--- config.mk ---
export PLATFORM = sky130hd
export DESIGN_NAME = tf_sweep_sequencer
export DESIGN_NICKNAME = d
export VERILOG_FILES = /design/src/rtl/tf_seq_pkg.sv /design/src/rtl/tf_cmd_mux.sv /design/src/rtl/tf_sweep_sequencer.sv
export SDC_FILE = /design/constraint.sdc
export NUM_CORES = 1
export LEC_CHECK = 0
export ABC_AREA = 1
export CORE_ASPECT_RATIO = 0.75
export CORE_MARGIN = 2
export CORE_UTILIZATION = 50
export CTS_CLUSTER_DIAMETER = 50
export CTS_CLUSTER_SIZE = 30
export DETAILED_ROUTE_END_ITERATION = 10
export PLACE_DENSITY = 0.7
export SLEW_MARGIN = 20
export SYNTH_ARGS = -nofsm -noshare
export SYNTH_HDL_FRONTEND = slang
export SYNTH_SLANG_ARGS = --single-unit
--- constraint.sdc ---
create_clock -name clk_in -period 38.9 [get_ports clk_in]
set_input_delay 11.67 -clock clk_in [delete_from_list [all_inputs] [get_ports clk_in]]
set_output_delay 11.67 -clock clk_in [all_outputs]
set_load 0.02 [all_outputs]
--- src/rtl/tf_seq_pkg.sv ---
`default_nettype none
// ============================================================================
//  Module   : tf_seq_pkg
//  Purpose  : Shared definitions for the transfer-function sweep sequencer:
//             FSM state encodings, sequencer register offsets, downstream
//             modulation-block addresses, the command bus record and a
//             helper that recognises modulation-block addresses.
//  Ports    : none (package)
//  Revision : 1.0  initial release
// ============================================================================
package tf_seq_pkg;

    // FSM state encoding
    typedef logic [2:0] state_t;
    localparam logic [2:0] ST_IDLE     = 3'd0;
    localparam logic [2:0] ST_SET_AMP  = 3'd1;
    localparam logic [2:0] ST_SET_FREQ = 3'd2;
    localparam logic [2:0] ST_SETTLE   = 3'd3;
    localparam logic [2:0] ST_DWELL    = 3'd4;
    localparam logic [2:0] ST_NEXT     = 3'd5;
    localparam logic [2:0] ST_RESTORE  = 3'd6;

    // Sequencer register offsets (cmd_addr[7:0] under BASE_HI)
    localparam logic [7:0] REG_START  = 8'h00;
    localparam logic [7:0] REG_STEP   = 8'h01;
    localparam logic [7:0] REG_NPTS   = 8'h02;
    localparam logic [7:0] REG_SETTLE = 8'h03;
    localparam logic [7:0] REG_DWELL  = 8'h04;
    localparam logic [7:0] REG_CHAN   = 8'h05;
    localparam logic [7:0] REG_GO     = 8'h10;
    localparam logic [7:0] REG_ABORT  = 8'h11;

    // Downstream modulation-block addresses
    localparam logic [15:0] TF_FREQ_ADDR = 16'h4000;
    localparam logic [15:0] TF_AMP_ADDR  = 16'h4100;

    // Range-shift value that switches modulation off
    localparam logic [4:0] RS_OFF = 5'd31;

    // Address high bytes owned by the modulation block
    localparam logic [7:0] TF_BLOCK_HI0 = 8'h40;
    localparam logic [7:0] TF_BLOCK_HI1 = 8'h41;

    // One command-bus beat
    typedef struct packed {
        logic [15:0] addr;
        logic [15:0] d1;
        logic [15:0] d2;
    } tf_cmd_t;

    function automatic logic is_tf_block(input logic [7:0] hi);
        return (hi == TF_BLOCK_HI0) || (hi == TF_BLOCK_HI1);
    endfunction

endpackage : tf_seq_pkg
`default_nettype wire

--- src/rtl/tf_cmd_mux.sv ---
`default_nettype none
// ============================================================================
//  Module   : tf_cmd_mux
//  Purpose  : Registered downstream command bus. Chooses between a host
//             command and a sequencer command each cycle; the host wins a
//             collision and the sequencer is told via seq_gnt_o so it can
//             retry next cycle. Modulation-block host commands are dropped
//             while a run is active and reported on blocked_o.
//  Ports    : clk_i/rst_i      clock, async active-high reset
//             busy_i           sequencer run in progress
//             host_trig_i/host_cmd_i   host command strobe + beat
//             seq_req_i/seq_cmd_i      sequencer request + beat
//             seq_gnt_o        sequencer beat accepted this cycle
//             trig_o/cmd_o     registered downstream strobe + held beat
//             blocked_o        registered drop pulse
//  Revision : 1.0  initial release
// ============================================================================
module tf_cmd_mux
    import tf_seq_pkg::*;
#(
    parameter logic [7:0] BASE_HI = 8'h42
) (
    input  logic    clk_i,
    input  logic    rst_i,
    input  logic    busy_i,
    input  logic    host_trig_i,
    input  tf_cmd_t host_cmd_i,
    input  logic    seq_req_i,
    input  tf_cmd_t seq_cmd_i,
    output logic    seq_gnt_o,
    output logic    trig_o,
    output tf_cmd_t cmd_o,
    output logic    blocked_o
);

    logic    w_host_reg;
    logic    w_host_tf;
    logic    w_host_fwd;
    logic    w_blocked;
    logic    trig_q;
    logic    blocked_q;
    tf_cmd_t cmd_q;

    // Sequencer-register traffic is consumed locally and never forwarded.
    assign w_host_reg = (host_cmd_i.addr[15:8] == BASE_HI);
    assign w_host_tf  = is_tf_block(host_cmd_i.addr[15:8]);
    assign w_host_fwd = host_trig_i && !w_host_reg && !(busy_i && w_host_tf);
    assign w_blocked  = host_trig_i && !w_host_reg && busy_i && w_host_tf;
    assign seq_gnt_o  = seq_req_i && !w_host_fwd;

    always_ff @(posedge clk_i or posedge rst_i) begin
        if (rst_i) begin
            trig_q    <= 1'b0;
            blocked_q <= 1'b0;
            cmd_q     <= '0;
        end else begin
            trig_q    <= w_host_fwd || seq_gnt_o;
            blocked_q <= w_blocked;
            // Data is held between strobes.
            if (w_host_fwd) begin
                cmd_q <= host_cmd_i;
            end else if (seq_gnt_o) begin
                cmd_q <= seq_cmd_i;
            end
        end
    end

    assign trig_o    = trig_q;
    assign cmd_o     = cmd_q;
    assign blocked_o = blocked_q;

endmodule : tf_cmd_mux
`default_nettype wire

--- src/rtl/tf_sweep_sequencer.sv ---
`default_nettype none
// ============================================================================
//  Module   : tf_sweep_sequencer
//  Purpose  : Runs transfer-function frequency sweeps on the modulation DDS.
//             Idle: host commands pass through. Running: issues amplitude,
//             per-point frequency and restore commands, with settle/dwell
//             timing so the demodulator integrates only on settled points.
//  Ports    : clk_in/rst_in          clock, async active-high reset
//             cmd_*_in               host command bus
//             cmd_*_out              registered downstream command bus
//             busy_out               run in progress
//             acq_out                high during DWELL
//             point_done_out         pulse after each completed dwell
//             sweep_done_out         pulse with the normal RESTORE strobe
//             blocked_out            pulse when a host TF command is dropped
//             point_idx_out          current point index
//             pinc_cur_out           current phase increment
//  Revision : 1.0  initial release
// ============================================================================
module tf_sweep_sequencer
    import tf_seq_pkg::*;
#(
    parameter int         PINC_W  = 32,
    parameter int         CNT_W   = 32,
    parameter int         NPTS_W  = 16,
    parameter logic [7:0] BASE_HI = 8'h42
) (
    input  logic              clk_in,
    input  logic              rst_in,
    input  logic              cmd_trig_in,
    input  logic [15:0]       cmd_addr_in,
    input  logic [15:0]       cmd_data1_in,
    input  logic [15:0]       cmd_data2_in,
    output logic              cmd_trig_out,
    output logic [15:0]       cmd_addr_out,
    output logic [15:0]       cmd_data1_out,
    output logic [15:0]       cmd_data2_out,
    output logic              busy_out,
    output logic              acq_out,
    output logic              point_done_out,
    output logic              sweep_done_out,
    output logic              blocked_out,
    output logic [NPTS_W-1:0] point_idx_out,
    output logic [PINC_W-1:0] pinc_cur_out
);

    // Shadow (host-visible) registers
    logic [PINC_W-1:0] start_q;
    logic [PINC_W-1:0] step_q;
    logic [NPTS_W-1:0] npts_q;
    logic [CNT_W-1:0]  settle_q;
    logic [CNT_W-1:0]  dwell_q;
    logic [1:0]        chan_q;
    logic [4:0]        rs_q;

    // Working copies frozen at go
    logic [PINC_W-1:0] wstep_q;
    logic [NPTS_W-1:0] wnpts_q;
    logic [CNT_W-1:0]  wsettle_q;
    logic [CNT_W-1:0]  wdwell_q;
    logic [1:0]        wchan_q;
    logic [4:0]        wrs_q;

    // FSM state and datapath
    state_t            state_q, state_d;
    logic [CNT_W-1:0]  cnt_q, cnt_d;
    logic [NPTS_W-1:0] idx_q, idx_d;
    logic [PINC_W-1:0] pinc_q, pinc_d;
    logic              aborted_q, aborted_d;
    logic              point_done_q;
    logic              sweep_done_q;

    logic              w_host_reg;
    logic [7:0]        w_off;
    logic              w_go;
    logic              w_abort;
    logic              w_pd;
    logic              w_sd;
    logic              w_seq_req;
    logic              w_seq_gnt;
    tf_cmd_t           w_seq_cmd;
    tf_cmd_t           w_host_cmd;
    tf_cmd_t           w_out_cmd;
    logic [31:0]       w_pinc32;
    logic [31:0]       w_data32;
    logic [CNT_W-1:0]  w_dwell_len;
    logic [NPTS_W-1:0] w_idx_inc;

    assign w_host_reg = cmd_trig_in && (cmd_addr_in[15:8] == BASE_HI);
    assign w_off      = cmd_addr_in[7:0];
    assign w_go       = w_host_reg && (w_off == REG_GO) && (state_q == ST_IDLE);
    assign w_abort    = w_host_reg && (w_off == REG_ABORT) && (state_q != ST_IDLE);
    assign w_data32   = {cmd_data2_in, cmd_data1_in};
    assign w_pinc32   = 32'(pinc_q);
    // A zero dwell still yields one acquisition cycle.
    assign w_dwell_len = (wdwell_q == '0) ? CNT_W'(1) : wdwell_q;
    assign w_idx_inc   = idx_q + NPTS_W'(1);

    // Shadow registers: writable at any time, including mid-run.
    always_ff @(posedge clk_in or posedge rst_in) begin
        if (rst_in) begin
            start_q  <= '0;
            step_q   <= '0;
            npts_q   <= '0;
            settle_q <= '0;
            dwell_q  <= '0;
            chan_q   <= 2'd0;
            rs_q     <= RS_OFF;
        end else if (w_host_reg) begin
            case (w_off)
                REG_START:  start_q  <= PINC_W'(w_data32);
                REG_STEP:   step_q   <= PINC_W'(w_data32);
                REG_NPTS:   npts_q   <= NPTS_W'(cmd_data1_in);
                REG_SETTLE: settle_q <= CNT_W'(w_data32);
                REG_DWELL:  dwell_q  <= CNT_W'(w_data32);
                REG_CHAN: begin
                    // Channel 3 is reserved and folds onto channel 0.
                    chan_q <= (cmd_data1_in[1:0] == 2'd3) ? 2'd0 : cmd_data1_in[1:0];
                    rs_q   <= cmd_data1_in[12:8];
                end
                default: ;
            endcase
        end
    end

    // Working copies: later shadow writes only affect the next run.
    always_ff @(posedge clk_in or posedge rst_in) begin
        if (rst_in) begin
            wstep_q   <= '0;
            wnpts_q   <= '0;
            wsettle_q <= '0;
            wdwell_q  <= '0;
            wchan_q   <= 2'd0;
            wrs_q     <= RS_OFF;
        end else if (w_go) begin
            wstep_q   <= step_q;
            wnpts_q   <= npts_q;
            wsettle_q <= settle_q;
            wdwell_q  <= dwell_q;
            wchan_q   <= chan_q;
            wrs_q     <= rs_q;
        end
    end

    // Sequencer command request for the issuing states.
    always_comb begin
        w_seq_req = 1'b0;
        w_seq_cmd = '0;
        case (state_q)
            ST_SET_AMP: begin
                w_seq_req      = 1'b1;
                w_seq_cmd.addr = TF_AMP_ADDR | {14'd0, wchan_q};
                w_seq_cmd.d1   = {11'd0, wrs_q};
            end
            ST_SET_FREQ: begin
                w_seq_req      = 1'b1;
                w_seq_cmd.addr = TF_FREQ_ADDR;
                w_seq_cmd.d1   = w_pinc32[15:0];
                w_seq_cmd.d2   = w_pinc32[31:16];
            end
            ST_RESTORE: begin
                w_seq_req      = 1'b1;
                w_seq_cmd.addr = TF_AMP_ADDR | {14'd0, wchan_q};
                w_seq_cmd.d1   = {11'd0, RS_OFF};
            end
            default: ;
        endcase
        // An abort diverts to RESTORE; the pending SET_* beat must not go out.
        if (w_abort && (state_q != ST_RESTORE)) begin
            w_seq_req = 1'b0;
        end
    end

    // Next-state logic. Issuing states hold until the mux grants them.
    always_comb begin
        state_d   = state_q;
        cnt_d     = cnt_q;
        idx_d     = idx_q;
        pinc_d    = pinc_q;
        aborted_d = aborted_q;
        w_pd      = 1'b0;
        w_sd      = 1'b0;
        case (state_q)
            ST_IDLE: begin
                if (w_go) begin
                    state_d   = ST_SET_AMP;
                    idx_d     = '0;
                    pinc_d    = start_q;
                    aborted_d = 1'b0;
                end
            end
            ST_SET_AMP: begin
                if (w_seq_gnt) begin
                    state_d = (wnpts_q == '0) ? ST_RESTORE : ST_SET_FREQ;
                end
            end
            ST_SET_FREQ: begin
                if (w_seq_gnt) begin
                    if (wsettle_q == '0) begin
                        state_d = ST_DWELL;
                        cnt_d   = w_dwell_len;
                    end else begin
                        state_d = ST_SETTLE;
                        cnt_d   = wsettle_q;
                    end
                end
            end
            ST_SETTLE: begin
                if (cnt_q == CNT_W'(1)) begin
                    state_d = ST_DWELL;
                    cnt_d   = w_dwell_len;
                end else begin
                    cnt_d = cnt_q - CNT_W'(1);
                end
            end
            ST_DWELL: begin
                if (cnt_q == CNT_W'(1)) begin
                    state_d = ST_NEXT;
                    w_pd    = 1'b1;
                end else begin
                    cnt_d = cnt_q - CNT_W'(1);
                end
            end
            ST_NEXT: begin
                idx_d   = w_idx_inc;
                pinc_d  = pinc_q + wstep_q;
                state_d = (w_idx_inc == wnpts_q) ? ST_RESTORE : ST_SET_FREQ;
            end
            ST_RESTORE: begin
                if (w_seq_gnt) begin
                    state_d = ST_IDLE;
                    w_sd    = !aborted_q && !w_abort;
                end
            end
            default: state_d = ST_IDLE;
        endcase
        if (w_abort) begin
            aborted_d = 1'b1;
            if (state_q != ST_RESTORE) begin
                state_d = ST_RESTORE;
                w_pd    = 1'b0;
            end
        end
    end

    always_ff @(posedge clk_in or posedge rst_in) begin
        if (rst_in) begin
            state_q      <= ST_IDLE;
            cnt_q        <= '0;
            idx_q        <= '0;
            pinc_q       <= '0;
            aborted_q    <= 1'b0;
            point_done_q <= 1'b0;
            sweep_done_q <= 1'b0;
        end else begin
            state_q      <= state_d;
            cnt_q        <= cnt_d;
            idx_q        <= idx_d;
            pinc_q       <= pinc_d;
            aborted_q    <= aborted_d;
            point_done_q <= w_pd;
            // Registered alongside the bus so it coincides with the RESTORE strobe.
            sweep_done_q <= w_sd;
        end
    end

    assign w_host_cmd = '{addr: cmd_addr_in, d1: cmd_data1_in, d2: cmd_data2_in};

    tf_cmd_mux #(
        .BASE_HI (BASE_HI)
    ) u_mux (
        .clk_i       (clk_in),
        .rst_i       (rst_in),
        .busy_i      (busy_out),
        .host_trig_i (cmd_trig_in),
        .host_cmd_i  (w_host_cmd),
        .seq_req_i   (w_seq_req),
        .seq_cmd_i   (w_seq_cmd),
        .seq_gnt_o   (w_seq_gnt),
        .trig_o      (cmd_trig_out),
        .cmd_o       (w_out_cmd),
        .blocked_o   (blocked_out)
    );

    assign cmd_addr_out   = w_out_cmd.addr;
    assign cmd_data1_out  = w_out_cmd.d1;
    assign cmd_data2_out  = w_out_cmd.d2;
    assign busy_out       = (state_q != ST_IDLE);
    assign acq_out        = (state_q == ST_DWELL);
    assign point_done_out = point_done_q;
    assign sweep_done_out = sweep_done_q;
    assign point_idx_out  = idx_q;
    assign pinc_cur_out   = pinc_q;

endmodule : tf_sweep_sequencer
`default_nettype wire
# Word level (Yosys, flattened, before mapping)
# Cells that the tools add are included.
[classes]
reduce_logical = 41
n_eq_ne = 23
addsub = 3
n_mux = 38
[op_table]
columns = ["cell", "count"]
rows = [
  ["$mux W32", 6],
  ["$mux W48", 2],
  ["$pmux W32 S3", 1],
  ["$pmux W31 S3", 1],
  ["$logic_not A32 Y1", 2],
  ["$pmux W32 S2", 1],
  ["$mux W3", 11],
  ["$add A32 B32 Y32", 1],
  ["$eq A32 B1 Y1 const B", 1],
  ["$mux W16", 2],
  ["$pmux W16 S2", 1],
  ["$sub A32 B1 Y32 const B", 1],
  ["$eq A8 B7 Y1 const B", 3],
  ["$pmux W3 S7", 1],
  ["$add A16 B1 Y16 const B", 1],
  ["$eq A16 B16 Y1", 1],
  ["$eq A8 B2 Y1 const B", 2],
  ["$eq A8 B3 Y1 const B", 2],
  ["$eq A8 B5 Y1 const B", 2],
  ["$logic_not A16 Y1", 1],
  ["$reduce_and A2 Y1", 8],
  ["$logic_and A1 B1 Y1", 13],
  ["$mux W1", 11],
  ["$eq A3 B3 Y1 const B", 3],
  ["16 further kinds", 27],
]
[word_totals]
out_inout_bits = 102
in_bits = 51
regBits = 406
wordCells = 130

# Longest topological paths before layout
# Gate-level depths: netlist of run 1.
[depth]
ltp_word = 11
ltp_mapped = 16
mapped_depth_nobuf = 16

# Cells and area by module
# From an unflattened synthesis of run 1, not the netlist that was laid out.
[hier_totals]
cells_unflattened = 2716
area_unflattened_um2 = 20875.0
[by_module_without_submodules]
columns = ["module", "instances", "area_per_inst_um2", "seq_area_each_um2", "cells_each"]
rows = [
  ["tf_sweep_sequencer", 1, 18243.7, 8921.1, 2410],
  ["tf_cmd_mux", 1, 2631.3, 1251.2, 306],
]

# Worst setup path after synthesis of run 1
# OpenSTA, ideal clock, no wires.
[synth_timing]
path_kind = "input to register"
from = "in cmd_addr_in[10]"
to = "reg pinc_q[14] (netlist: pinc_cur_out[14])"
cell_stages = 11
arrival_ns = 12.925
n_path_buf = 1
setup_slack_ns = 25.837
setup_time_ns = 0.138
required_time_ns = 38.762
cell_sequence = "inv_1 nand2_1 nor3_1 nand2_1 nor2_4 nand3_2 nand2_2 inv_1 buf_2 nand2_1 o211ai_1"
[synth_between]
elab_chain_len = 6
[synth_lines]
columns = ["item", "line_no", "rtl"]
rows = [
  ["start: declaration", "tf_sweep_sequencer.sv:31", "input logic [15:0] cmd_addr_in,"],
  ["$eq A8 B7 Y1", "tf_sweep_sequencer.sv:89", "assign w_host_reg = cmd_trig_in && (cmd_addr_in[15:8] == BASE_HI);"],
  ["$logic_and A1 B1 Y1", "tf_sweep_sequencer.sv:89", ""],
  ["$logic_and A1 B1 Y1 (2 in series)", "tf_sweep_sequencer.sv:91", "assign w_go = w_host_reg && (w_off == REG_GO) && (state_q == ST_IDLE);"],
  ["$ne A2 B2 Y1 (no line)", "-", ""],
  ["$reduce_and A2 Y1 (no line)", "-", ""],
  ["end signal: assignment", "tf_sweep_sequencer.sv:259", "pinc_q <= pinc_d;"],
  ["end: declaration", "tf_sweep_sequencer.sv:68", "logic [PINC_W-1:0] pinc_q, pinc_d;"],
]
# No other way between the ends.
# A chain may end at the register's enable or synchronous reset.

# Final worst setup path of run 1
[layout_timing]
from = "in cmd_addr_in[14]"
to = "reg wdwell_q[11]"
[layout_between]
elab_chain_len = 4
[layout_lines]
columns = ["item", "line_no", "rtl"]
rows = [
  ["$eq A8 B7 Y1", "tf_sweep_sequencer.sv:89", ""],
  ["$logic_and A1 B1 Y1", "tf_sweep_sequencer.sv:89", ""],
  ["$logic_and A1 B1 Y1 (2 in series)", "tf_sweep_sequencer.sv:91", ""],
  ["end signal: assignment", "tf_sweep_sequencer.sv:139", "wdwell_q <= dwell_q;"],
  ["end: declaration", "tf_sweep_sequencer.sv:60", "logic [CNT_W-1:0] wdwell_q;"],
]
# No other way between the ends.

==> results of run 1 <==
-- final timing paths --
check | start | to | slack (ns) | cells past startpoint
min reg2reg | aborted_q | sweep_done_out | 0.43 | 1
min | aborted_q | sweep_done_out | 0.43 | 1
max reg2reg | state_q[0] | pinc_cur_out[22] | 35.27 | 11
max in group asynchronous | rst_in | u_mux.cmd_o[2] | 25.02 | 4
max | cmd_addr_in[14] | wdwell_q[11] | 24.03 | 11
min in group asynchronous | rst_in | cnt_q[2] | 11.63 | 2
-- placed cells by master (no fill, tap or decap), drive strengths merged, types with 5 or more instances in the layout --
cell type	synthesis	routed
nor4	8	8
xor2	25	25
clkinv	2	9
o211ai	26	26
o21ai	289	289
o221ai	7	7
clkdlybuf4s50	0	152
xnor2	5	5
clkbuf	45	42
nor2	220	220
nand2	961	961
a22o	5	5
nand4	32	32
o21bai	5	5
a221oi	5	5
o22ai	17	17
nand3	156	156
ha	34	34
or2	5	5
nor3	23	23
nand3b	5	5
dfrtp	396	396
a21oi	61	61
inv	224	238
dfstp	10	10
buf	50	15
-- state kept, by name, indices dropped and copies added, names as in the netlist, 3 cells and up --
| register | flops |
|---|---|
| pinc_cur_out | 32 |
| point_idx_out | 16 |
| rs_q | 5 |
| npts_q | 16 |
| wdwell_q | 32 |
| u_mux.cmd_o | 48 |
| step_q | 32 |
| start_q | 32 |
| wstep_q | 32 |
| wrs_q | 5 |
| settle_q | 32 |
| wsettle_q | 32 |
| wnpts_q | 16 |
| state_q | 3 |
| dwell_q | 32 |
| cnt_q | 32 |
-- synthesized netlist by cell type (3+ instances only) --
cell type    n
inv_1      211
buf_2       33
xor2_1      25
o22ai_1     17
nand3_1    153
o21ai_1     27
buf_4        8
buf_1        5
a221oi_1     5
nor2_4       5
dfstp_2     10
buf_6        4
dfrtp_1    396
a21oi_1     61
xnor2_1      5
inv_2       12
nor3_1      22
o211ai_1    26
nand2_2      5
o21bai_1     5
o221ai_1     7
a22o_1       5
nand3b_1     5
nand4_1     32
and2_1       3
clkbuf_1    45
o21ai_0    262
nand3_2      3
ha_1        34
or2_2        5
nor4_1       8
a211oi_1     3
nor2_1     213
o31ai_1      3
nand2_1    954
-- power groups by stage --
| stage | Sequential, mW | Clock, mW | Combinational [mW] |
|---|---|---|---|
| floorplan | 0.443 | 0 | 0.0149 |
| finish | 0.430 | 0.386 | 0.0444 |
| global placement | 0.438 | 0 | 0.0443 |
| global route | 0.430 | 0.409 | 0.0479 |
| detailed placement | 0.438 | 0 | 0.0448 |
| CTS | 0.430 | 0.392 | 0.0450 |
-- stage by stage --
step,cells,utilization [%]
2_1_floorplan,2636,-
3_3_place_gp,3228,55.7
5_1_grt,3293,58.9
6_report,3293,58.9
3_5_place_dp,3228,55.7
4_1_cts,3293,58.9
-- per-layer routing --
layer	up-vias	global-route usage, %	part of all wire, %
met5	-	0	0
met4	0	7.59	2.0
met3	100	5.51	8.3
met2	752	46.0	42
met1	8968	45.9	47
li1	8745	-	-
-- cell families (layout without fill, tap and decap cells) --
kind of cell	after synthesis	in the layout
adders and majority gates	35	35
DFF	406	406
and+or+nand+nor	1414	1414
xor gates and xnor gates	30	30
buffers and inverters	321	458
AOI/OAI and AO/OA	430	430
-- area by class of cell --
type / count / area (µm²)
well taps: 520 / 651
clock inverters: 23 / 289
multi-input cells: 1909 / 8870
inverters: 226 / 867
fillers: 3585 / 16300
flip-flops and latches: 406 / 10200
clock buffers: 42 / 976
repair buffers: 167 / 1640
==> flow_summary_export.csv, run 1 <==
group,metric,value,unit
status,status,"finished, final reports clean",
yosys,syn_area,20300,µm²
detailed_routing,drt_pass1_iterations,8,
placement,dp_slack,23.58,ns
power_and_ir_drop,p_total,0.861,mW
setup_path,crit_required,39.36,ns
detailed_routing,vias,18600,
yosys,synth_compound_area_share,11.6,%
clocking,hold_buffers,0,
timing,setup_viol,0,
timing,grt_setup_unrepaired,"false",
setup_path,cpPeakStageDelay,0.90,ns
global_routing,grt_pass1_wl,101000,µm
global_routing,grt_max_degree,143,
yosys,synth_cell_type_count,51,
floorplan,ios,153,
placement,finalWeightedCongestion,0.929,
setup_path,setup.worst_path.start_class,"input port",
floorplan,dieArea,42300,µm²
finish,drive_gt1_share,4.72,%
yosys,synth_xor_area_share,1.29,%
power_and_ir_drop,power-per-cell-area,36.7,nW/µm²
yosys,synth.largest_area_cell,"dfrtp_1",
setup_path,critPathCaptureType,"register",
setup_path,crit_buf_inv,4,
yosys,yosysWarnings,0,
timing,hold_viol,0,
power_and_ir_drop,static-leakage-power,11.6,nW
detailed_routing,viasPerCell,5.64,
finish,final_nets,2832,
clocking,cts_tree,"done",
yosys,syn_nets,2722,
timing,worst_hold_slack,0.431,ns
timing,clock_skew,0.0381,ns
global_routing,grt_pass1_vias,18200,
clocking,cts_root_buffer,"clkbuf_16",
finish,stdcell_area,23500,µm²
global_routing,grt_usage,30.6,%
floorplan,die_h,179,µm
yosys,synth-edff-count,0,
yosys,yosysTopAreaCellShare,48.8,%
yosys,synth_top_family_by_area,"simple AND/OR/NAND/NOR gates",
power_and_ir_drop,seqPwrFrac,49.9,%
power_and_ir_drop,switching_power,0.219,mW
worst_hold_path,hold_class,"register to register",
placement,dpl_cell_area,22200,µm²
yosys,synthMuxAreaShare,0,%
yosys,synth_flop_cell,"dfrtp_1",
clocking,cts-resized-gates,0,
timing,period_share,38.2,%
clocking,post_cts_buffers,0,
setup_path,cpMostUsedCell,"nand2_1",
clocking,path_clk_slew,0.09,ns
finish,n_antenna_cell,0,
yosys,yosys.area_share.adder,2.19,%
detailed_routing,drc,0,
yosys,postSynthAreaPerCell,7.71,µm²
power_and_ir_drop,swShare,25.5,%
placement,hpwl,44600,µm
detailed_routing,drt-initial-drc-count,1970,
detailed_routing,wl_per_cell,19.3,µm
clocking,clockBufferDepth,3,
timing,tightest_slew,1.06,ns
placement,portBuffers,152,
timing,drv_slew,0,
global_routing,grt_overflow,0,
timing,final.setup.worst_slack,24.03,ns
yosys,synth_async_sr_flop_share,100,%
floorplan,die_w,237,µm
floorplan,fp-row-count,63,
setup_path,slowest_stage,"buf_4",
clocking,cts.sinks,406,
yosys,synth_cells,2636,
setup_path,arrival,15.33,ns
power_and_ir_drop,intPower,0.641,mW
setup_path,cp_top_family,"buffers and inverters",
finish,area_growth,15.5,%
global_routing,antenna_found_initial,0,
timing,setup_tns,0,ns
setup_path,path_cells,"clkdlybuf4s50_1, nand2_1, nor3_2, nand2_1, nor2_4, nand3_2, buf_4, inv_4, buf_4, nand2_1, o21ai_0",
clocking,cts_max_level,2,
clocking,cts_made_buffers,36,
timing,fmax,0.0672,GHz
setup_path,crit_fanout,107,
yosys,post_synth_main_area_contributors,"dfrtp_1 49%, nand2_1 18%, o21ai_0 6.5%",
run,cap_violations,0,
power_and_ir_drop,vdd_drop_max,0.0000334,V
timing,period_needed,14.87,ns
detailed_routing,routed_wl,63600,µm
clocking,clk_latency,0.57,ns
yosys,synthSimpleGateAreaFrac,28.4,%
yosys,ys_seq_area_share,50.1,%
detailed_routing,ant_nets,0,
yosys,ys_ff_latch,406,
floorplan,start_util,51.1,%
floorplan,coreArea,39800,µm²
timing,slew_headroom,29.3,%
power_and_ir_drop,comb_power_share,5.2,%
setup_path,crit_type,"input port to register",
power_and_ir_drop,p_clk_share,44.9,%
(Power assumes the default switching activity.)
==> run 2: changes to the inputs <==
==> constraint.sdc (replaced) <==
create_clock -name clk_in -period 13.95 [get_ports clk_in]
set_input_delay 4.185 -clock clk_in [delete_from_list [all_inputs] [get_ports clk_in]]
set_output_delay 4.185 -clock clk_in [all_outputs]
set_load 0.02 [all_outputs]
==> flow_summary_export.csv, run 2 (synthesis results as in run 1) <==
group,metric,value,unit
status,status,"finished, final reports clean",
timing,setup_viol,0,
clocking,cts_root_buffer,"clkbuf_16",
detailed_routing,drc,0,
timing,clock_skew,0.0258,ns
floorplan,dieArea,42300,µm²
clocking,post_cts_buffers,0,
timing,period_needed,7.76,ns
timing,setup_tns,0,ns
floorplan,coreArea,39800,µm²
setup_path,cpPeakStageDelay,0.86,ns
power_and_ir_drop,vdd_drop_max,0.0000822,V
finish,postLayoutCoreUtil,59.4,%
timing,tightest_slew,1.12,ns
clocking,cts_tree,"done",
timing,period_share,55.6,%
detailed_routing,drt-initial-drc-count,1799,
detailed_routing,viasPerCell,5.64,
floorplan,start_util,51.1,%
setup_path,crit_required,14.34,ns
global_routing,grt_max_degree,187,
detailed_routing,drt_pass1_iterations,6,
detailed_routing,routed_wl,62900,µm
timing,grt_setup_unrepaired,"false",
setup_path,arrival,8.16,ns
floorplan,ios,153,
clocking,hold_buffers,0,
finish,fin_cells,3295,
setup_path,cp_top_family,"buffers and inverters",
clocking,cts.sinks,406,
setup_path,crit_buf_inv,5,
floorplan,die_h,179,µm
finish,area_growth,16.4,%
timing,worst_hold_slack,0.457,ns
clocking,cts_max_level,2,
finish,largest_register_ffs,48,
setup_path,cpMostUsedCell,"buf_4",
finish,n_antenna_cell,0,
global_routing,grt_usage,30.3,%
clocking,clk_latency,0.57,ns
detailed_routing,vias,18600,
finish,final_nets,2832,
placement,placed_cells,3225,
clocking,clockBufferDepth,3,
floorplan,die_w,237,µm
clocking,cts_made_buffers,37,
placement,dp_slack,5.78,ns
timing,slew_headroom,24.5,%
timing,drv_slew,0,
global_routing,grt_overflow,0,
global_routing,antenna_found_initial,1,
setup_path,path_cells,"clkdlybuf4s50_1, inv_1, nor3_1, nand2_1, nor2_4, nand3_2, buf_4, inv_4, buf_4, o21ai_0",
detailed_routing,ant_nets,0,
finish,fillers,3596,
placement,portBuffers,152,
placement,finalWeightedCongestion,0.933,
detailed_routing,wl_per_cell,19.1,µm
setup_path,slowest_stage,"inv_4",
power_and_ir_drop,power-per-cell-area,105,nW/µm²
floorplan,fp-row-count,63,
finish,final_common_cell,"nand2_1",
clocking,cts-resized-gates,0,
clocking,path_clk_slew,0.09,ns
timing,final.setup.worst_slack,6.19,ns
setup_path,setup.worst_path.start_class,"input port",
run,cap_violations,0,
setup_path,crit_fanout,97,
finish,drive_gt1_share,4.90,%
placement,hpwl,44000,µm
setup_path,critPathCaptureType,"register",
power_and_ir_drop,static-leakage-power,11.7,nW
timing,hold_viol,0,
setup_path,crit_type,"input port to register",
global_routing,grt_pass1_wl,100000,µm
worst_hold_path,hold_class,"register to register",
timing,fmax,0.129,GHz
finish,final_cell_mix,"951 x nand2_1, 396 x dfrtp_1, 262 x o21ai_0",
global_routing,grt_pass1_vias,17800,
[run 2: per-layer routing]
metal	vias to the layer above	global-route usage [%]	share of wire, %
li1	8741	-	-
met1	8997	46.2	48
met2	758	44.8	42
met3	96	5.15	7.8
met4	2	7.81	2.2
met5	-	0	0.017
[run 2: path summary, 6_finish.rpt]
check                               start              end  slack, ns  depth (start not counted)
max reg2reg                    state_q[0]      wdwell_q[5]      10.07                          8
min in group asynchronous          rst_in  u_mux.cmd_o[45]       4.24                          2
max                        cmd_addr_in[9]      wdwell_q[5]       6.19                         10
min reg2reg                    step_q[26]      wstep_q[26]       0.46                          2
min                            step_q[26]      wstep_q[26]       0.46                          2
max in group asynchronous          rst_in        cnt_q[23]       8.20                          4
[run 2: through the flow]
step           total power [mW]  area, µm²
3_3_place_gp               1.34      22200
4_1_cts                    2.50      23600
2_1_floorplan              1.28      20300
5_1_grt                    2.56      23600
3_5_place_dp               1.35      22200
6_report                   2.49      23600
[run 2: final cells by class]
class / instances / area [µm²] / area share, %
Clock inverter: 28 / 429 / 1.81
Multi-Input combinational cell: 1909 / 8870 / 37.5
Tap cell: 520 / 651 / 2.75
Clock buffer: 40 / 980 / 4.14
Timing Repair Buffer: 166 / 1690 / 7.15
Sequential cell: 406 / 10200 / 43.0
Inverter: 226 / 858 / 3.63
[run 2: worst reg2reg max path, cell delays in order, from the launching register on]
cell	delay, ns
dfrtp_1	0.43
nor2_1	0.22
nand2_2	0.15
nor2_1	0.17
nand3_2	0.27
buf_4	0.48
inv_4	0.94
buf_4	0.81
o21ai_0	0.25
[run 2: power by group]
part / total, mW / switching (mW) / internal (mW)
Clock: 1.16 / 0.576 / 0.587
Combinational: 0.126 / 0.0796 / 0.0462
Sequential: 1.20 / 0.00932 / 1.19
Total: 2.49 / 0.664 / 1.82
==> run 3: changes to the inputs <==
--- a/config.mk
+++ b/config.mk
@@ -12,7 +12,7 @@
 export CTS_CLUSTER_DIAMETER = 50
 export CTS_CLUSTER_SIZE = 30
 export DETAILED_ROUTE_END_ITERATION = 10
-export PLACE_DENSITY = 0.7
+export PLACE_DENSITY = 0.73
 export SLEW_MARGIN = 20
 export SYNTH_ARGS = -nofsm -noshare
 export SYNTH_HDL_FRONTEND = slang
==> constraint.sdc (replaced) <==
create_clock -name clk_in -period 6.2 [get_ports clk_in]
set_input_delay 1.86 -clock clk_in [delete_from_list [all_inputs] [get_ports clk_in]]
set_output_delay 1.86 -clock clk_in [all_outputs]
set_load 0.02 [all_outputs]
==> flow_summary_export.csv, run 3 (synthesis results as in run 1) <==
group,metric,value,unit
power_and_ir_drop,switching_power,1.44,mW
finish,largest_register_ffs,48,
detailed_routing,drt-initial-drc-count,2070,
clocking,hold_buffers,0,
floorplan,start_util,51.1,%
finish,fillers,3578,
timing,final.setup.worst_slack,1.31,ns
placement,placed_cells,3236,
clocking,path_clk_slew,0.09,ns
setup_path,crit_fanout,25,
detailed_routing,vias,18500,
finish,drive_gt1_share,5.14,%
setup_path,cpPeakStageDelay,0.88,ns
setup_path,critPathCaptureType,"register",
run,cap_violations,0,
worst_hold_path,hold_class,"register to register",
timing,fmax,0.205,GHz
timing,clock_skew,0.0261,ns
global_routing,grt_overflow,0,
detailed_routing,drc,0,
global_routing,grt_usage,29.9,%
clocking,cts_max_level,2,
finish,area_growth,16.5,%
power_and_ir_drop,intPower,4.05,mW
power_and_ir_drop,swShare,26.2,%
power_and_ir_drop,power-per-cell-area,232,nW/µm²
timing,hold_viol,0,
placement,dp_slack,1.02,ns
timing,drv_slew,0,
clocking,cts_root_buffer,"clkbuf_16",
finish,final_cell_mix,"951 x nand2_1, 396 x dfrtp_1, 262 x o21ai_0",
power_and_ir_drop,static-leakage-power,11.7,nW
finish,stdcell_area,23700,µm²
detailed_routing,drt_pass1_iterations,5,
clocking,clk_latency,0.56,ns
floorplan,die_h,179,µm
detailed_routing,wl_per_cell,18.8,µm
power_and_ir_drop,p_total,5.49,mW
global_routing,grt_pass1_wl,98900,µm
detailed_routing,routed_wl,62200,µm
floorplan,ios,153,
floorplan,coreArea,39800,µm²
power_and_ir_drop,p_clk_share,45.7,%
setup_path,cp_top_family,"simple AND/OR/NAND/NOR gates",
clocking,post_cts_buffers,0,
finish,postLayoutCoreUtil,59.5,%
floorplan,dieArea,42300,µm²
global_routing,grt_max_degree,100,
clocking,cts_tree,"done",
finish,final_nets,2841,
clocking,cts.sinks,406,
timing,grt_setup_unrepaired,"false",
placement,dpl_cell_area,22300,µm²
setup_path,setup.worst_path.start_class,"input port",
detailed_routing,ant_nets,0,
finish,final_common_cell,"nand2_1",
placement,portBuffers,152,
power_and_ir_drop,vdd_drop_max,0.000165,V
timing,tightest_slew,1.11,ns
timing,period_needed,4.89,ns
timing,setup_tns,0,ns
setup_path,crit_required,6.64,ns
global_routing,antenna_found_initial,0,
power_and_ir_drop,seqPwrFrac,49.1,%
floorplan,fp-row-count,63,
placement,hpwl,44400,µm
setup_path,path_cells,"clkdlybuf4s50_1, inv_1, nor3_1, nand2_1, nor2_4, nand3_2, nand2_2, clkinv_1, a22o_1",
timing,worst_hold_slack,0.456,ns
timing,slew_headroom,25.8,%
clocking,cts_made_buffers,36,
power_and_ir_drop,comb_power_share,5.2,%
clocking,cts-resized-gates,0,
global_routing,grt_pass1_vias,17500,
setup_path,crit_buf_inv,3,
clocking,clockBufferDepth,3,
finish,fin_cells,3303,
timing,setup_viol,0,
detailed_routing,viasPerCell,5.61,
status,status,"finished, final reports clean",
setup_path,crit_type,"input port to register",
floorplan,die_w,237,µm
setup_path,slowest_stage,"clkinv_1",
setup_path,arrival,5.33,ns
timing,period_share,78.8,%
finish,n_antenna_cell,0,
placement,finalWeightedCongestion,0.963,
[run 3: metal layers]
metal / GRT usage (%) / routed length [µm] / vias to the layer above
met1: 45.5 / 29500 / 8920
met2: 44.5 / 26300 / 765
met3: 5.20 / 5210 / 80
li1: - / - / 8754
met5: 0 / 0 / -
met4: 6.65 / 1190 / 0
[run 3: final timing paths]
| check | from | end | slack, ns | cells after the start |
|---|---|---|---|---|
| min in group asynchronous | rst_in | point_idx_out[0] | 1.63 | 2 |
| worst min register to register | step_q[11] | wstep_q[11] | 0.46 | 2 |
| worst max-delay path | cmd_addr_in[9] | point_idx_out[1] | 1.31 | 9 |
| worst min-delay path | step_q[11] | wstep_q[11] | 0.46 | 2 |
| max in group asynchronous | rst_in | pinc_cur_out[10] | 3.38 | 4 |
| worst max register to register | state_q[0] | u_mux.cmd_o[32] | 2.69 | 10 |
[run 3: worst register-to-register path, delay by kind of cell (launching register included)]
family | cells | cell delay, ns
compound gates | 2 | 0.15
buf+inv | 2 | 0.65
flops | 1 | 0.43
simple gates | 6 | 2.15
[run 3: power by group through the flow]
stage / Sequential [mW] / Combinational (mW) / Clock (mW)
finish: 2.70 / 0.287 / 2.51
floorplan: 2.78 / 0.0937 / 0
detailed placement: 2.75 / 0.289 / 0
global route: 2.70 / 0.310 / 2.65
CTS: 2.70 / 0.290 / 2.54
global placement: 2.75 / 0.285 / 0
[run 3: area by class of cell]
type	instances	area [µm²]	share of cell area, %
flip-flops and latches	406	10200	43.0
multi-input cells	1909	8870	37.4
repair buffers	176	1790	7.56
clock buffers	39	955	4.03
inverters	226	858	3.62
well taps	520	651	2.75
clock inverters	27	388	1.64
